## config.mk

```make
export PLATFORM = sky130hd
export DESIGN_NAME = operand_fetch
export DESIGN_NICKNAME = d
export VERILOG_FILES = /design/src/rtl/datapath_pkg.sv /design/src/rtl/regfile_1r1w.sv /design/src/rtl/operand_fetch.sv
export SDC_FILE = /design/constraint.sdc
export NUM_CORES = 1
export LEC_CHECK = 0
export ABC_AREA = 1
export BUFFER_PORTS_ARGS = -buffer_cell sky130_fd_sc_hd__clkbuf_2
export CAP_MARGIN = 20
export CORE_UTILIZATION = 37
export CTS_BUF_LIST = sky130_fd_sc_hd__clkbuf_16
export DETAILED_ROUTE_END_ITERATION = 16
export HOLD_SLACK_MARGIN = 0.06
export PLACE_DENSITY = 0.63
export SLEW_MARGIN = 20
export SYNTH_ARGS = -nofsm -noshare
export SYNTH_HDL_FRONTEND = slang
export SYNTH_SLANG_ARGS = --single-unit
```

## constraint.sdc

```tcl
create_clock -name clk -period 4.7 [get_ports clk]
set_clock_uncertainty 0.15 [all_clocks]
set_input_delay 0.235 -clock clk [delete_from_list [all_inputs] [get_ports clk]]
set_output_delay 0.235 -clock clk [all_outputs]
set_load 0.01 [all_outputs]
```

## src/rtl/datapath_pkg.sv

```systemverilog
// Shared datapath constants: register-file geometry, shifter codes and
// the operand-fetch FSM state type.
package datapath_pkg;

   localparam int unsigned DATA_W = 16;
   localparam int unsigned NREG   = 8;
   localparam int unsigned AW     = 3;

   // Encoding shared with the barrel shifter
   localparam logic [1:0] SH_NONE = 2'b00;
   localparam logic [1:0] SH_LSL  = 2'b01;
   localparam logic [1:0] SH_LSR  = 2'b10;
   localparam logic [1:0] SH_ASR  = 2'b11;

   typedef enum logic [1:0] {
      IDLE = 2'd0,
      RD_A = 2'd1,
      RD_B = 2'd2,
      HOLD = 2'd3
   } of_state_t;

endpackage

```

## src/rtl/regfile_1r1w.sv

```systemverilog
// N x DW register array: one asynchronous read port, one synchronous write
// port, synchronous clear on reset.
module regfile_1r1w #(
   parameter int unsigned DW = 16,
   parameter int unsigned N  = 8,
   parameter int unsigned A  = 3
) (
   input  logic          clk,
   input  logic          reset,
   input  logic          we,
   input  logic [A-1:0]  waddr,
   input  logic [DW-1:0] wdata,
   input  logic [A-1:0]  raddr,
   output logic [DW-1:0] rdata
);

   logic [DW-1:0] mem [N];

   always_ff @(posedge clk) begin
      if (reset) begin
         for (int unsigned i = 0; i < N; i++) begin
            mem[i] <= '0;
         end
      end else if (we) begin
         mem[waddr] <= wdata;
      end
   end

   assign rdata = mem[raddr];

endmodule

```

## src/rtl/operand_fetch.sv

```systemverilog
// Serial two-operand fetch (A from Rn, then B from Rm) feeding the shifter.
// Define OPERAND_FETCH_FWD_EN for write-to-read forwarding during RD_A/RD_B.
module operand_fetch
   import datapath_pkg::*;
(
   input  logic              clk,
   input  logic              reset,
   input  logic              req_valid,
   output logic              req_ready,
   input  logic [AW-1:0]     req_rn,
   input  logic [AW-1:0]     req_rm,
   input  logic [1:0]        req_shift,
   input  logic              wr_en,
   input  logic [AW-1:0]     wr_num,
   input  logic [DATA_W-1:0] wr_data,
   output logic              out_valid,
   input  logic              out_ready,
   output logic [DATA_W-1:0] a_out,
   output logic [DATA_W-1:0] b_out,
   output logic [1:0]        shift_out
);

   of_state_t         state, state_nx;
   logic [AW-1:0]     rn_q, rm_q, raddr;
   logic [DATA_W-1:0] rdata, operand;

   regfile_1r1w #(
      .DW (DATA_W),
      .N  (NREG),
      .A  (AW)
   ) u_regfile (
      .clk   (clk),
      .reset (reset),
      .we    (wr_en),
      .waddr (wr_num),
      .wdata (wr_data),
      .raddr (raddr),
      .rdata (rdata)
   );

   always_comb begin
      state_nx  = state;
      req_ready = 1'b0;
      out_valid = 1'b0;
      raddr     = '0;
      case (state)
         IDLE: begin
            req_ready = 1'b1;
            if (req_valid) state_nx = RD_A;
         end
         RD_A: begin
            raddr    = rn_q;
            state_nx = RD_B;
         end
         RD_B: begin
            raddr    = rm_q;
            state_nx = HOLD;
         end
         HOLD: begin
            out_valid = 1'b1;
            if (out_ready) state_nx = IDLE;
         end
         default: state_nx = IDLE;
      endcase
   end

   always_comb begin
`ifdef OPERAND_FETCH_FWD_EN
      operand = (wr_en && (wr_num == raddr)) ? wr_data : rdata;
`else
      operand = rdata;
`endif
   end

   always_ff @(posedge clk) begin
      if (reset) begin
         state     <= IDLE;
         rn_q      <= '0;
         rm_q      <= '0;
         a_out     <= '0;
         b_out     <= '0;
         shift_out <= '0;
      end else begin
         state <= state_nx;
         case (state)
            IDLE: begin
               if (req_valid) begin
                  rn_q      <= req_rn;
                  rm_q      <= req_rm;
                  shift_out <= req_shift;
               end
            end
            RD_A:    a_out <= operand;
            RD_B:    b_out <= operand;
            default: ;
         endcase
      end
   end

endmodule

```

==> results.txt, run 1 <==
The run finished with clean final reports. The floorplan step defined a core boundary enclosing 0.0205 mm^2. The first-pass GRT wire length came out at 32.3 mm. After detailed routing, the number of remaining DRC violations is 0. Entering global routing, the biggest net connects 50 pins. Of the synthesized area, sequential elements account for 0.599. The per-cell via count in the routed design came out at 5.15.

The top cell type's share of synthesized area is 0.491. The arrival time reported for the critical path endpoint is 3.06 ns. The number of instances on the worst hold path is 3. The area of the die is 0.0217 mm^2. The final number of setup-violating endpoints came out at 0. The final estimated routing congestion in global placement came out at 0.896. The number of antenna violations at the first check in global routing came to 0. The signal on the critical path passes through inv_1, ha_2, nand2_2, inv_1, nand3_1, nand2_1, a21oi_1.

The row count is 52. Setup repair after global routing left no endpoint under its margin. The measured slew at the worst slew-check pin came out at 0.792 ns. The via count of the first global-routing pass came to 5,419. The count of final hold-check violations came to 0. In this design, the critical path's most frequently occurring cell is sky130_fd_sc_hd__inv_1.

IR analysis of the VDD net gives a maximum drop of 0.255 mV. The number of vias in the routed layout is 6,086. The largest delay contributor family on the critical path is adder cells. Clock latency on the worst-skew pair, taken at its later pin, is 0.44 ns.

The path with the worst hold slack has its endpoint at state[1]. The number of synthesized register bits came out at 170. STA classifies the critical path endpoint as a flip-flop. The minimum hold slack came out at 0.0623 ns. The count of buffer and inverter cells on the critical path came out at 2. For this design, the slowest cell found on the critical path is sky130_fd_sc_hd__ha_2.

The worst register-to-register path begins at state[0]. The net count after synthesis is 882. Power spread over the standard cell area amounts to 511 mW/mm^2. The number of port buffers is 67. The worst setup path is of the flip-flop to flip-flop kind.

The share of layout cells above drive strength 1 came out at 0.132. Yosys printed 0 warnings. The gate count after technology mapping came out at 846. After filler insertion, the fill cell instance count of the layout stands at 1,987. The I/O pin count came out at 68. The number of antenna diodes in the final layout is 0. The worst max-slew margin expressed relative to the limit came out at 0.471. The routed design has 21.5 mm of wire. The number of pins exceeding their max-slew limit in the final report came to 0.

Of the available clock period, the critical path in the final layout requires 0.616. The achievable frequency came out at 0.345 GHz. The effective utilization at floorplan came out at 0.382. The deepest clock path buffer count is 2. The setup TNS is 0 ns. The endpoint required time on the critical path came out at 4.86 ns. The TritonCTS clock tree is yes. The leakage power total is 4.00 nW. The largest area contributor in the netlist is sky130_fd_sc_hd__edfxtp_1. The netlist uses 22 different library cells. The number of resized instances in the post-cts repair step came out at 0. The register clock-pin slew on the reported worst setup and hold paths came out at 0.06 ns. For this run, the slowest stage of the critical path takes 0.78 ns.

Yosys attributes the largest share of cell area to sky130_fd_sc_hd__edfxtp_1 (49%), sky130_fd_sc_hd__dfxtp_1 (11%), sky130_fd_sc_hd__nand3_1 (9.2%), sky130_fd_sc_hd__nor2_1 (7.2%), sky130_fd_sc_hd__inv_1 (5.9%). The worst path needs 2.90 ns of the cycle, external delays included. The worst min-delay path startpoint is req_valid. In this run the worst hold path is classified as input pin to flip-flop. CTS built an H-tree with a depth of 4. The clock sink count is 170. The number of DRC markers in iteration 0 is 768. The total number of nets in the final design came out at 934. The final HPWL from detailed placement came out at 13.9 mm. In this run the worst setup path begins at state[0]. The total congestion overflow came out at 0. In this run the register-to-register setup slack is 1.80 ns. The top fanout value on the critical path is 30.

The tree is rooted in a sky130_fd_sc_hd__clkbuf_16. Across every metal layer, demand over resource in global routing totals 0.203. The area added between synthesis and finish came out at 15.0%.

The worst setup path is launched from a flip-flop. The detail route stage leaves a number of antenna-violating nets equal to 0. After detailed routing, the average wire length per cell comes to 18.2 um. The number of buffers created by CTS came out at 17.

The first-pass iteration count of the detailed router is 5. The number of violations of the max-capacitance limit is 0. The depth of the worst register-to-register path came out at 7. After synthesis the cells add up to 0.00782 mm^2.

The worst register-to-register path ends at b_out[13]. After synthesis, the mean cell area works out to 9.24 um^2. Measured along the x axis, the die boundary spans 147 um. The die height is 147 um.
metrics by stage:
step | std cells | total power [mW] | utilization | cell area (um^2) | setup slack, ns
6_report | 1181 | 4.60 | 0.439 | 9000 | 1.80
5_1_grt | 1181 | 4.78 | 0.439 | 9000 | 1.69
4_1_cts | 1181 | 4.59 | 0.439 | 8990 | 1.56
3_5_place_dp | 1139 | 3.10 | 0.402 | 8250 | 1.56
3_3_place_gp | 1139 | 3.10 | 0.402 | 8250 | 1.68
2_1_floorplan | 846 | 2.74 | - | 7820 | 2.80
worst min-delay path, stage by stage:
cell and delay [ns]:
sky130_fd_sc_hd__clkbuf_2 0.09, sky130_fd_sc_hd__o22ai_1 0.13, sky130_fd_sc_hd__a21oi_1 0.15
area by class of cell:
class                      instances  area [um^2]  area share
clock buffer                      23          576      0.0640
clock inverter                     9         73.8     0.00820
multi-input combinational        502         2380       0.264
timing repair buffer              83          480      0.0534
sequential                       170         4680       0.521
tap                              270          338      0.0375
inverter                         124          465      0.0517
sequential cells by signal, summed over array words and instances, names as in the netlist:
signal         flops
a_out             16
u_regfile.mem    128
rn_q               3
rm_q               3
shift_out          2
b_out             16
state              2
cells in the mapped netlist, drive strengths merged:
cell type  number
dfxtp          42
nand3         143
nor2          149
nor3            1
ha              4
nand2          95
o22ai           1
a211oi          1
inv           124
clkbuf         13
edfxtp        128
o21ai          41
a21oi          34
buf            37
nand3b         33
repair_timing:
item,4_1_cts,5_1_grt
endpoints found under the hold margin,10,0
setup buffers,0,0
hold buffers,10,0
cells in the final DEF (no fill, tap or decap), drive strengths merged:
| master | instances |
|---|---|
| dlygate4sd3 | 10 |
| edfxtp | 128 |
| nand3b | 33 |
| nand3 | 143 |
| clkinvlp | 1 |
| a21oi | 34 |
| nor2 | 149 |
| nand2 | 95 |
| dfxtp | 42 |
| clkinv | 2 |
| buf | 6 |
| nor3 | 1 |
| o22ai | 1 |
| clkbuf | 90 |
| bufinv | 1 |
| a211oi | 1 |
| o21ai | 41 |
| ha | 4 |
| inv | 129 |
metal layers:
layer	track usage	wire length, um
met5	0	0
met4	0.0747	500
met3	0.0392	1930
met2	0.288	9080
met1	0.305	9970
worst max path at each step:
stage / end / depth (start not counted)
3_3_place_gp: a_out[7] / 7
5_1_grt: a_out[5] / 10
4_1_cts: a_out[0] / 7
2_1_floorplan: u_regfile.mem[0][0] / 6
6_report: b_out[13] / 7
3_5_place_dp: b_out[14] / 7
logic make-up (layout without fill, tap and decap cells):
family                     Yosys count  after routing  synth area share
and+or+nand+nor                    421            421             0.247
adders and majority gates            4              4           0.00640
DFF                                170            170             0.599
AOI/OAI and AO/OA                   77             77            0.0502
buffers and inverters              174            239            0.0974
power by group:
part | leakage [nW] | internal, mW | switching [mW]
logic | 2.09 | 0.325 | 0.866
registers | 1.57 | 1.82 | 0.0889
clock network | 0.329 | 0.916 | 0.587
(Power assumes the default switching activity.)
==> run 2: changes to the inputs <==
Clock period 4.7 ns to 2.8 ns, I/O delays scaled along.
==> run 2 against run 1 <==
Utilization is 1.4 points higher. Die area stayed put. Maximum frequency is 20% higher. Setup slack lost 1.4 ns. Wire length fell by 6.1%. Largest power group unchanged.
==> results.txt, run 2 (synthesis results as in run 1) <==
The area added between synthesis and finish came out at 18.8%. The minimum hold slack is 0.0532 ns. The setup slack after placement came out at 0.398 ns. For this run, the total global-route usage over all layers was measured as 0.194.

After clock tree synthesis, the clock-pin slew on the worst setup and hold paths is 0.06 ns. The depth of the worst register-to-register path came out at 11. The first-pass iteration count of the detailed router came out at 5. The measured slew at the worst slew-check pin came out at 0.780 ns. The run finished with clean final reports. In the final layout, the registers with the most flip-flops are u_regfile.mem x128, a_out x16, b_out x16. In this run the register-to-register setup slack is 0.38 ns.

After global routing the overflow that remains totals 0. Buffers inserted to repair hold after CTS numbered 31. The number of buffers created by CTS is 17.

For this design the total switching power over the nets is 2.56 mW. The die is 147 um wide. The TritonCTS clock tree is yes. Setup repair after global routing left no endpoint under its margin. The via count of the first global-routing pass came to 5,729. The worst max-slew margin expressed relative to the limit is 0.478.

More flip-flops sit in one register than any other, and that register is u_regfile.mem. The number of resized instances in the post-cts repair step came out at 0. The final HPWL from detailed placement is 12.9 mm. The placed instance area came out at 0.00839 mm^2.

The cell-internal power is 5.02 mW. The reg-to-reg critical path startpoint is state[0]. The clock sink count came out at 170. Of the total power, the share spent switching nets is 0.337. The H-tree was split into 4 levels.

The number of violations of the max-capacitance limit came out at 0. The area of the die came out at 0.0217 mm^2. The region available for standard cell placement spans 0.0205 mm^2. The per-cell routed wire length is 16.6 um. The cell total after placement came out at 1,155.

Clock tree synthesis selected as its root buffer the cell sky130_fd_sc_hd__clkbuf_16. Leaving out filler cells and counting taps, the final layout contains 1,218. Of the total power, registers draw 0.424.

The core occupancy in the finished layout came out at 0.453. The final period utilization came out at 0.863. The total non-filler cell area in the finished layout is 0.00929 mm^2. In the final layout, the share of cells above drive strength 1 is 0.142. The number of setup buffers added after CTS is 0.

The leakage power total came out at 4.14 nW. For this block, the initial DRC count from the detailed router was 657. For this block, the routed nets add up to 20.2 mm of wire. The setup TNS came out at 0 ns. After layout, the worst setup slack is 0.385 ns.

The element type at the critical path end is a flip-flop. The arrival time reported for the critical path endpoint came out at 2.63 ns. The count of final hold-check violations came out at 0. In the final layout, flip-flops and latches occupy 0.00468 mm^2.

For this configuration, the core starts out at a cell density of 0.382. The clock reaches the later pin of the worst-skew pair after 0.44 ns. The worst register-to-register path ends at b_out[12]. The repair_antennas step left the layout with diodes totalling 0.

The multi-input combinational cells in the finished layout cover a total of 0.00238 mm^2. Entering global routing, the biggest net connects 66 pins. The register with the most flip-flops in the layout has 128 of them.

The number of antenna violations at the first check in global routing came out at 0. Once detail routing completed, the nets flagged for antenna violations numbered 0. The routed layout has 6,063 vias.

The first-pass GRT wire length is 31.7 mm. The die height is 147 um. The number of pins exceeding their max-slew limit in the final report came to 0. The class of the worst hold path is input pin to flip-flop. The total number of nets in the final design is 971.

The fill cell instance count of the final layout is 1,986. The worst setup path is launched from a flip-flop. The combinational power share came out at 0.271. STA puts the critical path data required time at 3.01 ns. The deepest clock path buffer count is 2. The design draws 7.57 mW.

The per-cell via count in the routed design came out at 4.98. Setup violations remaining at the end of the flow were counted as 0. The final estimated routing congestion in global placement is 0.779. Port buffering added 67 buffers. The share of total power dissipated in the clock network is 0.305.

The power per standard cell area is 815 mW/mm^2. The I/O pin count is 68. The start-to-end type of the worst setup path is flip-flop to flip-flop. The row count is 52. The top fanout value on the critical path came out at 65. Along the worst hold path, the cell count comes to 3. The library cell used most frequently in the layout, excluding fill and tap cells, is sky130_fd_sc_hd__nor2_1. The number of design rule violations left after detail routing came out at 0. The top cell types in the final layout, fill and taps aside, are sky130_fd_sc_hd__nor2_1 (149), sky130_fd_sc_hd__nand3_1 (143), sky130_fd_sc_hd__edfxtp_1 (128).

The worst-case IR drop observed on VDD is 0.454 mV. The worst hold path begins at wr_data[14]. The achievable frequency came out at 0.414 GHz.

The worst hold path terminates at u_regfile.mem[3][14]. The post-route minimum period is 2.42 ns.
-- run 2: changes by cell type in the layout (fill, tap and decap cells not counted) --
cell                            change
sky130_fd_sc_hd__nand2_2            -1
sky130_fd_sc_hd__buf_4             +14
sky130_fd_sc_hd__inv_6              -1
sky130_fd_sc_hd__clkinv_2           +2
sky130_fd_sc_hd__buf_12             +2
sky130_fd_sc_hd__bufinv_16          -1
sky130_fd_sc_hd__dlygate4sd3_1     +21
sky130_fd_sc_hd__clkinv_4           +2
sky130_fd_sc_hd__nand2_1            +1
sky130_fd_sc_hd__clkbuf_16          -2
-- run 2: worst max path at each step --
| stage | startpoint | end | slack, ns |
|---|---|---|---|
| 6_report | state[0] | b_out[12] | 0.38 |
| 4_1_cts | state[0] | b_out[12] | 0.38 |
| 3_3_place_gp | state[0] | a_out[12] | 0.47 |
| 2_1_floorplan | reset | u_regfile.mem[0][0] | 1.0 |
| 5_1_grt | state[0] | b_out[9] | 0.17 |
| 3_5_place_dp | state[0] | b_out[12] | 0.40 |
-- run 2: cell type report --
class,count,area share
inverter,124,0.0501
clock buffer,21,0.0566
timing repair buffer,120,0.0900
multi-input combinational,502,0.256
tap,270,0.0364
clock inverter,11,0.00673
sequential,170,0.504
-- run 2: power by group through the flow --
stage	Sequential (mW)	Clock, mW	Combinational (mW)
final	3.21	2.31	2.05
after global routing	3.24	2.42	2.27
after floorplan	3.31	0	1.29
after detailed placement	3.26	0	1.98
after global placement	3.25	0	1.96
after CTS	3.21	2.32	2.05
-- run 2: per-layer routing --
| metal | share of wire | vias up | track usage |
|---|---|---|---|
| met5 | 0 | - | 0 |
| met4 | 0.016 | 0 | 0.0686 |
| met3 | 0.068 | 23 | 0.0361 |
| met2 | 0.45 | 256 | 0.297 |
| met1 | 0.47 | 2833 | 0.275 |
| li1 | - | 2951 | - |
-- run 2: worst max-delay path, cell delays in order, from the launching register on --
cell and delay [ns]:
sky130_fd_sc_hd__dfxtp_1 0.33, sky130_fd_sc_hd__inv_1 0.10, sky130_fd_sc_hd__ha_1 0.32, sky130_fd_sc_hd__nand2_4 0.22, sky130_fd_sc_hd__nand2_4 0.14, sky130_fd_sc_hd__buf_12 0.28, sky130_fd_sc_hd__inv_2 0.21, sky130_fd_sc_hd__nand2_1 0.10
sky130_fd_sc_hd__nand3_1 0.08, sky130_fd_sc_hd__nand3_1 0.10, sky130_fd_sc_hd__nand2_1 0.12, sky130_fd_sc_hd__a21oi_1 0.15
